===== config.mk =====
export PLATFORM = sky130hd
export DESIGN_NAME = instruction_fetch_unit
export DESIGN_NICKNAME = d
export VERILOG_FILES = /design/src/rtl/cpu_pkg.sv /design/src/rtl/fetch_next_pc.sv /design/src/rtl/instruction_fetch_unit.sv
export SDC_FILE = /design/constraint.sdc
export NUM_CORES = 1
export LEC_CHECK = 0
export BUFFER_PORTS_ARGS = -buffer_cell sky130_fd_sc_hd__buf_2
export CORE_UTILIZATION = 43
export DETAILED_ROUTE_END_ITERATION = 16
export PLACE_DENSITY = 0.77
export SLEW_MARGIN = 10
export SYNTH_ARGS = -nofsm -noshare
export SYNTH_HDL_FRONTEND = slang
export SYNTH_SLANG_ARGS = --single-unit

===== constraint.sdc =====
create_clock -name CLK -period 2.9 [get_ports CLK]
set_input_delay 0.29 -clock CLK [delete_from_list [all_inputs] [get_ports CLK]]
set_output_delay 0.29 -clock CLK [all_outputs]
set_load 0.02 [all_outputs]

===== src/rtl/cpu_pkg.sv =====
// Shared fetch-stage types and constants.
package cpu_pkg;

  localparam int unsigned INSTR_W = 32;

  localparam logic [INSTR_W-1:0] NOP_INSTR = INSTR_W'(32'h0000_0013);
  localparam logic [INSTR_W-1:0] PC_STEP   = INSTR_W'(4);

  typedef enum logic [1:0] {
    BOOT  = 2'd0,
    RUN   = 2'd1,
    FAULT = 2'd2
  } fetch_state_e;

endpackage


===== src/rtl/fetch_next_pc.sv =====
// Fetch address select: redirect / advance / replay mux, +4 adder and bounds comparator.
module fetch_next_pc
  import cpu_pkg::*;
#(
  parameter int unsigned MEM_WORDS = 64
) (
  input  logic               redirect,
  input  logic [INSTR_W-1:0] redirect_pc,
  input  logic               adv,
  input  logic [INSTR_W-1:0] pc,
  input  logic [INSTR_W-1:0] req_pc,
  output logic [INSTR_W-1:0] pcsel_c,
  output logic [INSTR_W-1:0] pc_next_c,
  output logic [INSTR_W-1:0] fault_pc_c,
  output logic               fault_c
);

  logic misalign_c;

  always_comb begin
    pcsel_c = req_pc;
    if (redirect) begin
      pcsel_c = {redirect_pc[INSTR_W-1:2], 2'b00};
    end else if (adv) begin
      pcsel_c = pc;
    end
    pc_next_c  = pcsel_c + PC_STEP;
    misalign_c = redirect && (redirect_pc[1:0] != 2'b00);
    fault_c    = misalign_c || (pcsel_c[INSTR_W-1:2] >= (INSTR_W-2)'(MEM_WORDS));
    // Misaligned targets are reported with their raw low bits for debug.
    fault_pc_c = misalign_c ? redirect_pc : pcsel_c;
  end

endmodule


===== src/rtl/instruction_fetch_unit.sv =====
// PC/fetch stage feeding a 1-cycle-latency instruction memory and a valid/ready decode port.
// Optional FETCH_BOUNDS_CHECK_EN adds address-range/alignment faulting.
module instruction_fetch_unit
  import cpu_pkg::*;
#(
  parameter logic [31:0] RESET_PC  = 32'h0000_0000,
  parameter int unsigned MEM_WORDS = 64
) (
  input  logic                CLK,
  input  logic                RESET,
  output logic [INSTR_W-1:0]  MemAddress,
  input  logic [INSTR_W-1:0]  MemReadData,
  input  logic                InstrReady,
  output logic                InstrValid,
  output logic [INSTR_W-1:0]  Instr,
  output logic [INSTR_W-1:0]  InstrPC,
  input  logic                Redirect,
  input  logic [INSTR_W-1:0]  RedirectPC,
  output logic                InstrFault
);

`ifdef FETCH_BOUNDS_CHECK_EN
  localparam bit BOUNDS_CHECK = 1'b1;
`else
  localparam bit BOUNDS_CHECK = 1'b0;
`endif

  fetch_state_e       state_q, state_d;
  logic [INSTR_W-1:0] pc_q, pc_d;
  logic [INSTR_W-1:0] req_pc_q, req_pc_d;

  logic               adv_c;
  logic [INSTR_W-1:0] pcsel_c, pc_next_c, fault_pc_c;
  logic               fault_c;

  assign adv_c = (state_q == BOOT) ||
                 ((state_q == RUN) && InstrReady && !Redirect);

  fetch_next_pc #(
    .MEM_WORDS (MEM_WORDS)
  ) u_next_pc (
    .redirect    (Redirect),
    .redirect_pc (RedirectPC),
    .adv         (adv_c),
    .pc          (pc_q),
    .req_pc      (req_pc_q),
    .pcsel_c     (pcsel_c),
    .pc_next_c   (pc_next_c),
    .fault_pc_c  (fault_pc_c),
    .fault_c     (fault_c)
  );

  // Next-state: any redirect or advance issues pcsel; a stall holds everything.
  always_comb begin
    state_d  = state_q;
    pc_d     = pc_q;
    req_pc_d = req_pc_q;
    if (Redirect || adv_c) begin
      if (BOUNDS_CHECK && fault_c) begin
        state_d  = FAULT;
        req_pc_d = fault_pc_c;
        pc_d     = pc_next_c;
      end else begin
        state_d  = RUN;
        req_pc_d = pcsel_c;
        pc_d     = pc_next_c;
      end
    end
  end

  always_ff @(posedge CLK) begin
    if (RESET) begin
      state_q  <= BOOT;
      pc_q     <= RESET_PC;
      req_pc_q <= RESET_PC;
    end else begin
      state_q  <= state_d;
      pc_q     <= pc_d;
      req_pc_q <= req_pc_d;
    end
  end

  // Memory address and decode-side outputs; the Redirect paths here are intentionally combinational.
  always_comb begin
    MemAddress = {2'b00, pcsel_c[INSTR_W-1:2]};
    if (BOUNDS_CHECK && (state_q == FAULT) && !Redirect) begin
      MemAddress = '0;
    end
    InstrValid = (state_q == RUN) && !Redirect;
    Instr      = InstrValid ? MemReadData : NOP_INSTR;
    InstrPC    = req_pc_q;
    InstrFault = BOUNDS_CHECK && (state_q == FAULT);
  end

endmodule


==> impl_table.tex <==
\begin{tabular}{lr}
\hline
Metric & Value \\
\hline
\multicolumn{2}{l}{\textbf{Outcome}} \\
Outcome & complete, no violations \\
\multicolumn{2}{l}{\textbf{Drt}} \\
Detailed-route DRC error count & 0 \\
Total number of vias & 4063 \\
WL final & 12.1 mm \\
Initial DRC count & 246 \\
Wire length per cell & 16.7 microns \\
Count of antenna-violating nets left after detailed routing & 0 \\
Vias per Instance & 5.60 \\
Length of the first detailed-routing pass in iterations & 4 \\
\multicolumn{2}{l}{\textbf{Setup path}} \\
Nature of the critical path startpoint & flop \\
Kind of end point of the critical path & flop \\
Required time worst endpoint & 3.11 ns \\
Maximum fanout along the worst path & 12 \\
Worst EP arrival & 2.92 ns \\
Worst setup path class & reg2reg \\
\multicolumn{2}{l}{\textbf{STA}} \\
Pins Over Slew Limit & 0 \\
Clock skew after layout & 0.00931 ns \\
Hold Violations, Final & 0 \\
Final setup violation count & 0 \\
Share of the clock period used by the worst path & 0.933 \\
Total Neg Setup Slack & 0 ns \\
Pin slew with the least headroom to its limit & 0.709 ns \\
Time the worst path needs with I/O delays and setup & 2.71 ns \\
Headroom to the max-slew limit & 0.527 \\
Setup repair after global routing missed its margin & false \\
Max frequency & 0.369 GHz \\
\multicolumn{2}{l}{\textbf{Synth}} \\
Most common library cells after synthesis & 61 x dfxtp\_1, 54 x and2\_1, 54 x nor2\_1 \\
Asr flop ratio synth & 0 \\
Area contributors post-synth & dfxtp\_1 32\%, and2\_1 8.9\%, nor2\_1 5.4\% \\
Top cell type's share of synthesized area & 0.323 \\
Count of yosys warnings during synthesis & 0 \\
Main flop type after synthesis & dfxtp\_1 \\
Post-synthesis average cell area & 8.48 sq um \\
Top-count cell post-synth & dfxtp\_1 \\
Number of distinct library cell variants in the gate-level netlist after synthesis & 59 \\
Number of instances in the synthesized netlist & 446 \\
Number of flops mapped to enable cells by yosys & 0 \\
Fraction of the yosys area taken by sequential cells & 0.323 \\
Post-synth top area cell & dfxtp\_1 \\
Number of storage elements in the synthesis netlist & 61 \\
Cell area after technology mapping & 0.00378 sq mm \\
\multicolumn{2}{l}{\textbf{Clocking}} \\
TritonCTS buffer count & 9 \\
Clock-pin slew on the worst setup and hold paths & 0.07 ns \\
Insertion delay to the later sink of the worst-skew pair & 0.35 ns \\
Clock Tree Buf Depth & 2 \\
CTS tree & yes \\
Max H-tree Level & 3 \\
CTS hold repair buffers & 0 \\
Clock sink count & 61 \\
Buffer type at the clock tree root & clkbuf\_8 \\
\multicolumn{2}{l}{\textbf{Die}} \\
Vertical die dimension & 95.8 microns \\
Cell Rows & 33 \\
Die Outline Area & 0.00918 sq mm \\
Area of the placeable core & 0.00838 sq mm \\
DIE WIDTH & 95.8 microns \\
Ports & 166 \\
Starting density of the core & 0.451 \\
\multicolumn{2}{l}{\textbf{Global route}} \\
Initial antenna violation count & 0 \\
Vias in the first global route & 3859 \\
Routing usage on met3 & 0.0632 \\
GR Layer Usage met2 & 0.470 \\
Global-route wire length before repair & 18.1 mm \\
Largest net degree at the start of global routing & 45 \\
Global Route Usage Sum & 0.264 \\
Most crowded layer after global routing & met2 \\
Met1 Use GR & 0.298 \\
Aggregate global routing overflow & 0 \\
\multicolumn{2}{l}{\textbf{Final layout}} \\
Share of the core filled with cells & 0.599 \\
Fraction of final layout cells with drive strength greater than 1 & 0.380 \\
Post-layout nets & 685 \\
Area growth from synthesis to layout & 32.8\% \\
Diodes inserted & 0 \\
\multicolumn{2}{l}{\textbf{Power}} \\
Power density over cell area & 464 mW/mm\^{}2 \\
Static leakage & 0.00241 uW \\
Worst IR Drop VDD & 0.279 mV \\
\multicolumn{2}{l}{\textbf{Job}} \\
MaxCap Viol Count & 0 \\
\multicolumn{2}{l}{\textbf{Placement}} \\
Global placer's final weighted congestion & 0.950 \\
HPWL after detailed placement & 9.00 mm \\
Number of buffers inserted by port buffering & 158 \\
\multicolumn{2}{l}{\textbf{Worst hold path}} \\
Worst min path class & in2reg \\
\hline
\end{tabular}
-- layout make-up --
class                           count  area (sq um)
Clock buffer                       12           166
Clock inverter                      4          20.0
Fill cell                         764          3360
Inverter                           27           103
Multi-Input combinational cell    321          2280
Sequential cell                    61          1220
Tap cell                          105           131
Timing Repair Buffer              196          1100
-- layout by cell type (no fill, tap or decap), drive strengths merged, types with 2 or more instances in the layout --
master / n
buf: 196
dfxtp: 61
nor2: 54
and2: 54
inv: 26
nand2: 24
a211oi: 18
nand3: 14
nor4b: 14
clkbuf: 12
nand4: 11
nor4bb: 10
nor3: 10
a311oi: 9
nand2b: 9
xnor2: 8
mux2i: 7
a221oi: 7
nor2b: 6
a221o: 6
a311o: 6
xor2: 6
clkinv: 5
conb: 5
o21ai: 4
nand4bb: 3
o211a: 3
o21a: 3
a21oi: 3
nand4b: 3
and3: 3
or4: 3
and4: 2
o31ai: 2
or3: 2
-- metrics by stage --
stage | instance area [sq um] | hold slack [ns] | power [uW] | instances | worst slack [ns]
floorplan | 3830 | 0.432 | 1390 | 450 | -0.215
global placement | 4830 | 0.445 | 1610 | 709 | 0.0201
detailed placement | 4830 | 0.457 | 1620 | 709 | -0.0578
CTS | 5010 | 0.211 | 2340 | 725 | 0.0791
global route | 5020 | 0.228 | 2430 | 726 | 0.0447
finish | 5020 | 0.220 | 2330 | 726 | 0.193
-- flip-flops by register name, summed over array words and instances (netlist names) --
| name | cells |
|---|---|
| state_q | 1 |
| pc_q | 30 |
| InstrPC | 30 |
-- path summary, 6_finish.rpt --
| check | start | endpoint | slack, ns | depth (start not counted) |
|---|---|---|---|---|
| worst min register to register | pc_q[3]$_SDFFE_PP0N_ | pc_q[3]$_SDFFE_PP0N_ | 0.47 | 2 |
| worst min-delay path | RedirectPC[25] | pc_q[25]$_SDFFE_PP0N_ | 0.22 | 3 |
| worst max-delay path | state_q[0]$_SDFFE_PP0N_ | pc_q[14]$_SDFFE_PP0N_ | 0.19 | 10 |
| worst max register to register | state_q[0]$_SDFFE_PP0N_ | pc_q[14]$_SDFFE_PP0N_ | 0.19 | 10 |
-- report_power, final --
group	switching (uW)	internal, uW
Sequential	38.4	902
Combinational	402	267
Clock	343	380
Total	783	1550
-- kinds of logic after synthesis --
logic type,count (synthesis),synth area share
other cells,1,0.000991
fa+ha+maj,1,0.00331
mux,8,0.0215
buf+inv,68,0.0880
compound gates,69,0.180
xor+xnor,14,0.0324
simple gates,224,0.351
flops,61,0.323
-- metal layers --
metal	share of wire	wire, microns	up-vias
li1	-	-	1919
met1	0.41	4930	1925
met2	0.50	6030	199
met3	0.076	916	20
met4	0.021	256	0
met5	0	0	-
-- repair_timing --
item,CTS,global route
gates resized for setup,0,1
endpoints found under the setup margin,0,5
setup buffers,0,1
-- worst max-delay path, cell delays in order (launching register included) --
cell	delay, ns
dfxtp_4	0.45
nand2b_4	0.15
a221oi_4	0.29
ha_2	0.27
inv_2	0.05
a2111oi_4	0.29
nand4_2	0.20
buf_4	0.23
or4_1	0.43
nand3_1	0.10
o311ai_1	0.11
Note: power is estimated with default switching activity, not from simulation.
